### src/rtl/decode_regfile.sv
// Operand-fetch/decode stage: 4-entry register file, pending scoreboard and a registered ALU operand slot.
// Define DECODE_BYPASS_EN to let a same-cycle writeback resolve hazards and forward into operand reads.
module decode_regfile #(
   parameter int DATA_W = 8
) (
   input  logic              clk,
   input  logic              rst_n,
   input  logic              instr_valid,
   input  logic [7:0]        instr,
   output logic              instr_ready,
   output logic              op_valid,
   input  logic              op_ready,
   output logic [DATA_W-1:0] ra_data,
   output logic [DATA_W-1:0] rb_data,
   output logic [2:0]        opcode,
   output logic [1:0]        dest,
   input  logic              wb_en,
   input  logic [1:0]        wb_addr,
   input  logic [DATA_W-1:0] wb_data,
   output logic              halted
);

   logic [DATA_W-1:0] regs_q [4];
   logic [DATA_W-1:0] regs_d [4];
   logic [3:0]        pend_q, pend_d;
   logic              op_valid_q, op_valid_d;
   logic [DATA_W-1:0] ra_q, ra_d, rb_q, rb_d;
   logic [2:0]        opcode_q, opcode_d;
   logic [1:0]        dest_q, dest_d;
   logic              halted_q, halted_d;

   logic              is_alu, is_li, is_halt;
   logic [1:0]        rs1, rs2, rd;
   logic [3:0]        resolved, blocked;
   logic              hazard, accept;
   logic [DATA_W-1:0] rs1_val, rs2_val;

   assign is_alu  = ~instr[7];
   assign is_li   = (instr[7:6] == 2'b10);
   assign is_halt = (instr == 8'hFF);
   assign rs1     = instr[3:2];
   assign rs2     = instr[1:0];
   assign rd      = instr[5:4];

`ifdef DECODE_BYPASS_EN
   always_comb begin
      resolved = '0;
      if (wb_en) resolved[wb_addr] = 1'b1;
   end
`else
   assign resolved = '0;
`endif

   // A pending register only blocks issue while its writeback has not arrived.
   assign blocked = pend_q & ~resolved;

   always_comb begin
      hazard = 1'b0;
      if (is_alu)     hazard = blocked[rs1] | blocked[rs2];
      else if (is_li) hazard = blocked[rd];
   end

   assign instr_ready = ~halted_q & (~op_valid_q | op_ready) & ~hazard;
   assign accept      = instr_valid & instr_ready;

   assign rs1_val = (pend_q[rs1] & resolved[rs1]) ? wb_data : regs_q[rs1];
   assign rs2_val = (pend_q[rs2] & resolved[rs2]) ? wb_data : regs_q[rs2];

   always_comb begin
      regs_d     = regs_q;
      pend_d     = pend_q;
      op_valid_d = op_valid_q;
      ra_d       = ra_q;
      rb_d       = rb_q;
      opcode_d   = opcode_q;
      dest_d     = dest_q;
      halted_d   = halted_q;
      if (op_valid_q && op_ready) op_valid_d = 1'b0;
      if (wb_en) begin
         regs_d[wb_addr] = wb_data;
         pend_d[wb_addr] = 1'b0;
      end
      // Issue is applied after writeback so a new pending set and an LI write both take priority.
      if (accept) begin
         if (is_alu) begin
            op_valid_d  = 1'b1;
            ra_d        = rs1_val;
            rb_d        = rs2_val;
            opcode_d    = instr[6:4];
            dest_d      = rs1;
            pend_d[rs1] = 1'b1;
         end else if (is_li) begin
            regs_d[rd] = DATA_W'(instr[3:0]);
         end else if (is_halt) begin
            halted_d = 1'b1;
         end
      end
   end

   always_ff @(posedge clk) begin
      if (!rst_n) begin
         for (int i = 0; i < 4; i++) regs_q[i] <= '0;
         pend_q     <= '0;
         op_valid_q <= 1'b0;
         ra_q       <= '0;
         rb_q       <= '0;
         opcode_q   <= '0;
         dest_q     <= '0;
         halted_q   <= 1'b0;
      end else begin
         regs_q     <= regs_d;
         pend_q     <= pend_d;
         op_valid_q <= op_valid_d;
         ra_q       <= ra_d;
         rb_q       <= rb_d;
         opcode_q   <= opcode_d;
         dest_q     <= dest_d;
         halted_q   <= halted_d;
      end
   end

   assign op_valid = op_valid_q;
   assign ra_data  = ra_q;
   assign rb_data  = rb_q;
   assign opcode   = opcode_q;
   assign dest     = dest_q;
   assign halted   = halted_q;

endmodule

### config.mk
export PLATFORM = sky130hd
export DESIGN_NAME = decode_regfile
export DESIGN_NICKNAME = d
export VERILOG_FILES = /design/src/rtl/decode_regfile.sv
export SDC_FILE = /design/constraint.sdc
export NUM_CORES = 1
export LEC_CHECK = 0
export CAP_MARGIN = 5
export CORE_MARGIN = 3
export CORE_UTILIZATION = 35
export DETAILED_ROUTE_END_ITERATION = 7
export DONT_BUFFER_PORTS = 1
export GPL_TIMING_DRIVEN = 0
export HOLD_SLACK_MARGIN = 0.1
export PLACE_DENSITY = 0.52
export SETUP_SLACK_MARGIN = 0.5
export SLEW_MARGIN = 20
export SYNTH_ARGS = -nofsm -noshare
export SYNTH_HDL_FRONTEND = slang
export SYNTH_SLANG_ARGS = --single-unit
### constraint.sdc
create_clock -name clk -period 2.65 [get_ports clk]
set_input_delay 0.53 -clock clk [delete_from_list [all_inputs] [get_ports clk]]
set_output_delay 0.53 -clock clk [all_outputs]
set_load 0.01 [all_outputs]
# Word level (Yosys, flattened, before mapping)

Index checks and enable logic that the tools add are counted.

Magnitude comparators: 12
Reductions and logical operators: 7
Equal/unequal tests: 2
Multiplexer cells: 40
Bitwise logic cells: 19

Operators by type and width:

| operator             | count |
|---|---|
| $mux W32             | 4 |
| $bwmux W32           | 2 |
| $mux W8              | 8 |
| $bmux W8 S2          | 2 |
| $demux W8 S2         | 2 |
| $ge A3 B3 Y1 const B | 4 |
| $lt A2 B3 Y1 const B | 4 |
| $mux W1              | 12 |
| $mux W4              | 3 |
| $not A2 Y3           | 4 |
| $bmux W1 S2          | 5 |
| $eq A8 B8 Y1 const B | 1 |
| $lt A3 B1 Y1 const B | 2 |
| $and A1 B1 Y1        | 5 |
| $logic_and A1 B1 Y1  | 5 |
| $not A1 Y1           | 5 |
| $and A4 B4 Y4        | 1 |
| $demux W1 S2         | 2 |
| $ge A2 B1 Y1 const B | 2 |
| $not A4 Y4           | 1 |
| $or A4 B4 Y4         | 1 |
| $reduce_and A4 Y1    | 1 |
| $eq A2 B2 Y1 const B | 1 |
| $or A1 B1 Y1         | 2 |
| $reduce_and A2 Y1    | 1 |

Bits of input ports: 23
Word-level logic and storage cells: 91
Bits in registers: 59
Output and inout port bits: 24

# Logic depth before layout (Yosys ltp)

Gate-level depths: netlist of run 1.

Depth after elaboration: 11
Depth in mapped cells: 6

# Worst setup path before layout of run 1

Ideal clock, no wire load.

Path type: in2out
Start: input instr[2]
End: output instr_ready
Stages: 4
Path slack: 491 ps
Arrival time: 1629 ps
Cell sequence: buf_2 > mux4_2 > nor2_4 > o221a_2

Cells in the longest elaborated chain, start to end: 6

RTL lines:

| item                          | RTL line | RTL |
|---|---|---|
| start: declaration            | 9        | `input logic [7:0] instr,` |
| $bmux W1 S2                   | 59       | `if (is_alu) hazard = blocked[rs1] \| blocked[rs2];` |
| $mux W1 (not written as such) | 59       |  |
| $or A1 B1 Y1                  | 59       |  |
| $mux W1                       | 59       |  |
| $not A1 Y1                    | 63       | `assign instr_ready = ~halted_q & (~op_valid_q \| op_ready) & ~hazard;` |
| $and A1 B1 Y1                 | 63       |  |
| end: declaration              | 10       | `output logic instr_ready,` |

Every way passes these cells. The select of a mux whose other input is x is not followed.

# Worst setup path in the final report of run 1

Ends and elaborated chain as after synthesis.

==> results of run 1 <==
repair_timing:
action                                  4_1_cts  5_1_grt
gates resized for setup                       3        4
pin swaps                                     1        0
endpoints found under the setup margin        1        3
buffers inserted                              1        0
gates cloned                                  0        0
registers in the layout, indices dropped and copies added, names as in the netlist:
name,count
halted,1
ra_data,8
dest,2
regs_q,32
blocked,4
opcode,3
rb_data,8
op_valid,1
report_power, final:
group,total [W],switching (W),internal [W]
sequential,0.000944,0.0000257,0.000918
combinational,0.000235,0.000136,0.0000989
clock,0.00102,0.000372,0.000648
layer usage:
metal | global-route usage, % | vias up
met3 | 5.43 | 11
met5 | 0 | -
met4 | 7.14 | 0
li1 | - | 1139
met1 | 24.2 | 1166
met2 | 25.9 | 67
area by class of cell:
class | count | area (sq um)
clock inverters | 5 | 100
repair buffers | 1 | 7.51
multi-input cells | 201 | 1620
inverters | 1 | 3.75
clock buffers | 11 | 141
fillers | 792 | 4620
well taps | 102 | 128
flip-flops and latches | 59 | 1180
plain buffers | 33 | 169
worst max-delay path by stage:
stage               cells past startpoint  slack, ps          end
finish                                  4        560  instr_ready
global route                            4        500  instr_ready
CTS                                     4        520  instr_ready
detailed placement                      4        400  instr_ready
global placement                        4        400  instr_ready
floorplan                               4        520  instr_ready
per-stage QoR:
step,util (%),setup slack [ps]
5_1_grt,42.0,503
6_report,42.0,562
2_1_floorplan,-,523
3_3_place_gp,38.6,402
4_1_cts,41.8,517
3_5_place_dp,38.6,402
worst register-to-register path, cell delays in order, from the launching register on:
cell     delay, ps
dfxtp_1        340
nor2b_1        180
or4b_1         470
buf_2          200
o21ai_0        590
nor2_1         120
cell usage in the layout, fill, tap and decap left out:
cell type  instances
a21oi_1            1
and2_1             1
buf_1              2
buf_2              7
buf_4              3
buf_6              2
buf_8              1
bufinv_16          3
clkbuf_1          18
clkbuf_2           2
clkbuf_8          10
clkinv_2           2
dfxtp_1           59
inv_1              1
mux2_4             1
mux2i_1           33
mux4_2            18
nand2_1           24
nand2b_1           1
nand3_1            7
nand3b_1           3
nand4_1           21
nand4bb_1          1
nor2_1            19
nor2_4             1
nor2b_1            1
nor3b_1            1
nor4_1             1
nor4b_1            1
o21a_1             2
o21ai_0           33
o21ai_1           10
o221a_4            1
o311a_1           11
o311a_2            5
o31ai_1            2
or3_1              1
or4b_1             1
kinds of logic after synthesis:
family | count (synthesis) | share of synthesized area (%)
AOI/OAI and AO/OA | 65 | 14.5
and+or+nand+nor | 84 | 14.6
buffers and inverters | 34 | 5.35
muxes | 52 | 25.5
DFF | 59 | 40.1
==> reports/qor.txt, run 1 <==
Status: complete, no violations
Largest net degree at the start of global routing: 11
# diodes: 0
Residual DRC count: 0
Via density: 5.77
Clock Latency Late Sink: 340 ps
Avg WL per Cell: 19.9 microns
EDFF count, synth: 0
CTS buffer count: 9
Synth unique cells: 33
Crit path time final: 2090 ps
Clk slew on worst S/H paths: 70 ps
CTS root buf: clkbuf_8
Hold-fix buffers, CTS: 0
Mapped Cells: 294
Slowest CP cell: mux4_2
Dominant synthesized flop cell: dfxtp_1
Crit-path leading delay family: multiplexers
TNS Setup: 0 ps
Synth cell count leaders: 59 x dfxtp_1, 33 x mux2i_1, 33 x o21ai_0
Pwr Total: 0.00220 W
Post-layout nets: 329
Met2 WL: 3660 microns
VDD IR-drop max: 192 uV
Worst slew pin tran: 855 ps
Count of final setup violators: 0
GRT overflow: 0
GRT Overall Usage: 17.6%
Hold Path Origin: wb_data[7]
Sequential area share after synthesis: 40.1%
H-tree depth: 3
Fraction of layout cells with a size suffix above 1: 18.0%
Number of buffers and inverters on the critical path: 1
CTS tree: built
Final WL: 8230 microns
First-pass GRT wire length: 13100 microns
Port-buffer cells: 0
Crit path launch: instr[2]
DR vias: 2383
Std-Cell Rows: 32
Post-route ant nets: 0
Post-DP Area: 0.00308 sq mm
Highest metal used: met4
Type of the worst setup path: in -> out
Layout Area Growth over Synthesis: 13.6%
Slew headroom: 42.2%
Top cells by area, synth: dfxtp_1 40%, mux4_2 14%, mux2i_1 11%, o21ai_0 5.6%, nand4_1 4.5%
Yosys warning total: 0
Core region area: 0.00797 sq mm
Worst reg2reg endpoint: regs_q[30]
DRT met1 WL: 4000 microns
Max Root-Sink Buffers: 2
Worst hold path type: in -> reg
FF+latch count, synth: 59
Max-Cap Viols: 0
Max Slew Vio Count: 0
IO Count: 47
Count leader, synth: dfxtp_1
Startpoint Class: input pin
Yosys top cell by area: dfxtp_1
Unrepaired setup endpoints after global routing: no
Async S/R FF share, synth: 0%
R2R depth: 5
Syn Nets: 317
Hold Crit Endpoint: regs_q[7]
Syn Std Cell Area: 0.00295 sq mm
Post-Route Skew: 9.82 ps
CP Cell Sequence: buf_8, mux4_2, nor2_4, o221a_4
Number of DRC markers in iteration 0: 98
Hold depth: 2
Initial antenna violation count: 0
Fin. Hold Viols: 0
Final worst-path cycle share: 78.8%
Static Leak: 1.27 nW
Pwr Density: 657 mW/mm^2
Post-detail-place hpwl: 5770 microns
Crit path max fanout: 9
Top-area cell type share of the netlist area: 40.1%
Critical path endpoint category: primary output
Met3 WL: 473 microns
Hold WS: 335 ps
Die height: 97.8 microns
Design Area, Final: 0.00335 sq mm
WP data arrival: 1560 ps
Horiz. Die Dim: 97.8 microns
F_max: 479 MHz
Die ar.: 0.00956 sq mm
Critical Path Max Stage Delay: 530 ps
Final non-filler cell total: 413
Clk sinks: 59
Mean Syn Cell Area: 10.0 sq um
Reg2Reg Setup Slack: 630 ps
WP data required: 2120 ps
Worst r2r src: op_valid
Vias in the first global route: 2343
RePlAce Congestion: 0.813
Initial core utilization: 37.0%
Pre-Repair DR Iteration Count: 4
# placed instances: 396
Power figures use the tool's default switching activity.
==> run 2, diff against run 1 <==
Clock period 2.65 ns to 2.1 ns, I/O delays scaled along.
==> run 2 against run 1 <==
Total power increased by 21%; critical path type is now reg -> out; final cell count increased by 3.9%; wire length up 9.1%; non-clock buffer count is 16 higher; register-to-register slack worse by 350 ps; combinational power up 71%; clock power rose by 5%; sequential share of layout area shrank 3.6 points; critical endpoint unchanged.
==> reports/qor.txt, run 2 (synthesis results as in run 1) <==
Status: complete, no violations
Via density: 5.83 (+1.1%)
CTS tree: built
Critical Path Max Stage Delay: 490 ps (-40 ps)
CP Cell Sequence: mux4_2, nor2_4, o221a_4
Most common cell after layout, fill and taps aside: dfxtp_1
Pre-Repair DR Iteration Count: 4 (unchanged)
Seq pwr share: 44.6% (+1.7 points)
# diodes: 0 (unchanged)
Pwr Density: 711 mW/mm^2 (+8.2%)
WP data arrival: 1520 ps (-40 ps)
Residual DRC count: 0 (unchanged)
GRT overflow: 0 (unchanged)
CTS buffer count: 9 (unchanged)
IO Count: 47 (unchanged)
Worst slew pin tran: 841 ps (-14.1 ps)
F_max: 516 MHz
Fin. Hold Viols: 0 (unchanged)
Worst setup margin: 163 ps (-399 ps)
Initial antenna violation count: 0 (unchanged)
Setup WS pre-CTS: 90.8 ps (-312 ps)
Max-Cap Viols: 0 (unchanged)
Critical path endpoint category: primary output
Sw frac: 28.6% (+4.3 points)
Std-Cell Rows: 32 (unchanged)
Die ar.: 0.00956 sq mm (unchanged)
Worst r2r src: blocked[3]
Post-layout nets: 345 (+4.9%)
WP data required: 1680 ps (-440 ps)
Clk slew on worst S/H paths: 80 ps (about the same)
Psw: 0.000763 W (+43%)
Max Slew Vio Count: 0 (unchanged)
Hold WS: 221 ps (-114 ps)
Post-detail-place hpwl: 5830 microns (+0.98%)
Slew headroom: 43.9% (+1.7 points)
Worst hold path type: in -> reg
Crit path time final: 1940 ps
Core region area: 0.00797 sq mm (unchanged)
Post-route ant nets: 0 (unchanged)
GRT Overall Usage: 18.5% (+0.86 points)
# placed instances: 396 (unchanged)
Largest net degree at the start of global routing: 13 (+2)
Post-Route Skew: 14.5 ps (+4.68 ps)
Max reg flops: 32 (unchanged)
Slowest CP cell: mux4_2
Highest-count cells in the layout ignoring fill and taps: 54 x dfxtp_1, 33 x mux2i_1, 24 x nand2_1, 21 x nand4_1
Type of the worst setup path: reg -> out
VDD IR-drop max: 318 uV (+66%)
Top reg by flops: regs_q
TNS Setup: 0 ps (unchanged)
Max Root-Sink Buffers: 2 (unchanged)
Int Pwr: 0.00191 W (+15%)
Hold Path Origin: wb_data[4]
Number of DRC markers in iteration 0: 119 (+21%)
Unrepaired setup endpoints after global routing: yes
Port-buffer cells: 0 (unchanged)
First-pass GRT wire length: 14000 microns (+6.4%)
RePlAce Congestion: 0.781 (-3.9%)
DR vias: 2502 (+5.0%)
Startpoint Class: register
Fraction of layout cells with a size suffix above 1: 32.4% (+14 points)
Initial core utilization: 37.0% (unchanged)
Count of final setup violators: 0 (unchanged)
Final non-filler cell total: 429 (+3.9%)
Final WL: 8990 microns (+9.1%)
Clk sinks: 59 (unchanged)
Final worst-path cycle share: 92.3%
H-tree depth: 3 (unchanged)
Crit-path leading delay family: multiplexers
Number of buffers and inverters on the critical path: 0 (-1)
Layout Area Growth over Synthesis: 27.4%
CTS root buf: clkbuf_8
Clock Latency Late Sink: 350 ps (about the same)
Die height: 97.8 microns (unchanged)
Static Leak: 1.44 nW (+13%)
Crit path max fanout: 3 (-6)
Clk pwr share: 40.3% (-6.1 points)
Avg WL per Cell: 20.9 microns (+5.1%)
Vias in the first global route: 2472 (+5.5%)
Crit path launch: blocked[3]
Logic pwr share: 15.1% (+4.4 points)
Horiz. Die Dim: 97.8 microns (unchanged)
[run 2: cell count changes in the layout (fill, tap and decap cells not counted), moves of 3 or more]
cell	previous run	this run
o21ai_0	33	18
buf_6	2	13
o21ai_2	0	11
clkbuf_1	18	12
buf_2	7	2
dfxtp_1	59	54
buf_4	3	7
dfxtp_2	0	4
buf_8	1	4
clkbuf_2	2	5
o21ai_4	0	3
[run 2: layout make-up]
| type | instances | area [sq um] |
|---|---|---|
| repair buffers | 17 | 221 |
| clock buffers | 9 | 124 |
| inverters | 1 | 3.75 |
| flip-flops and latches | 59 | 1190 |
| fillers | 743 | 4210 |
| multi-input cells | 201 | 1770 |
| plain buffers | 33 | 243 |
| well taps | 102 | 128 |
| clock inverters | 7 | 76.3 |
[run 2: repair_timing]
action	in CTS	in global routing
setup buffers	5	6
gates cloned	3	3
hold buffers	0	0
setup endpoints to repair	59	56
gates resized for setup	47	33
pin swaps	20	13
[run 2: worst reg2reg max path, stage by stage (launching register included)]
cell and delay (ps):
dfxtp_2 330, buf_4 130, mux2_4 260, or3_4 410, buf_8 170, buf_8 140
o311a_1 280
[run 2: stage by stage]
step	cell area (sq um)	util, %	total power [W]
floorplan	2990	-	0.00144
global placement	3120	39.2	0.00151
detailed placement	3120	39.2	0.00152
CTS	3580	44.9	0.00263
global route	3760	47.1	0.00276
finish	3760	47.1	0.00267
[run 2: path summary, 6_finish.rpt]
check | cells after the start | end | slack [ps]
hold / removal | 2 | regs_q[12] | 220
setup / recovery | 3 | instr_ready | 160
setup reg to reg | 6 | regs_q[17] | 280
hold reg to reg | 2 | opcode[1] | 500
[run 2: power groups by stage]
| stage | sequential [W] | combinational (W) | clock, W |
|---|---|---|---|
| after global routing | 0.00120 | 0.000431 | 0.00113 |
| after detailed placement | 0.00122 | 0.000301 | 0 |
| after global placement | 0.00122 | 0.000298 | 0 |
| final | 0.00119 | 0.000403 | 0.00107 |
| after floorplan | 0.00121 | 0.000232 | 0 |
| after CTS | 0.00119 | 0.000358 | 0.00108 |
[run 2: routing by layer]
layer  global-route usage, %  vias up  part of all wire (%)
li1                        -     1174                     -
met1                    24.4     1232                    42
met2                    30.4       82                    50
met3                    4.21       14                   6.4
met4                    5.43        0                   1.4
met5                       0        -                     0
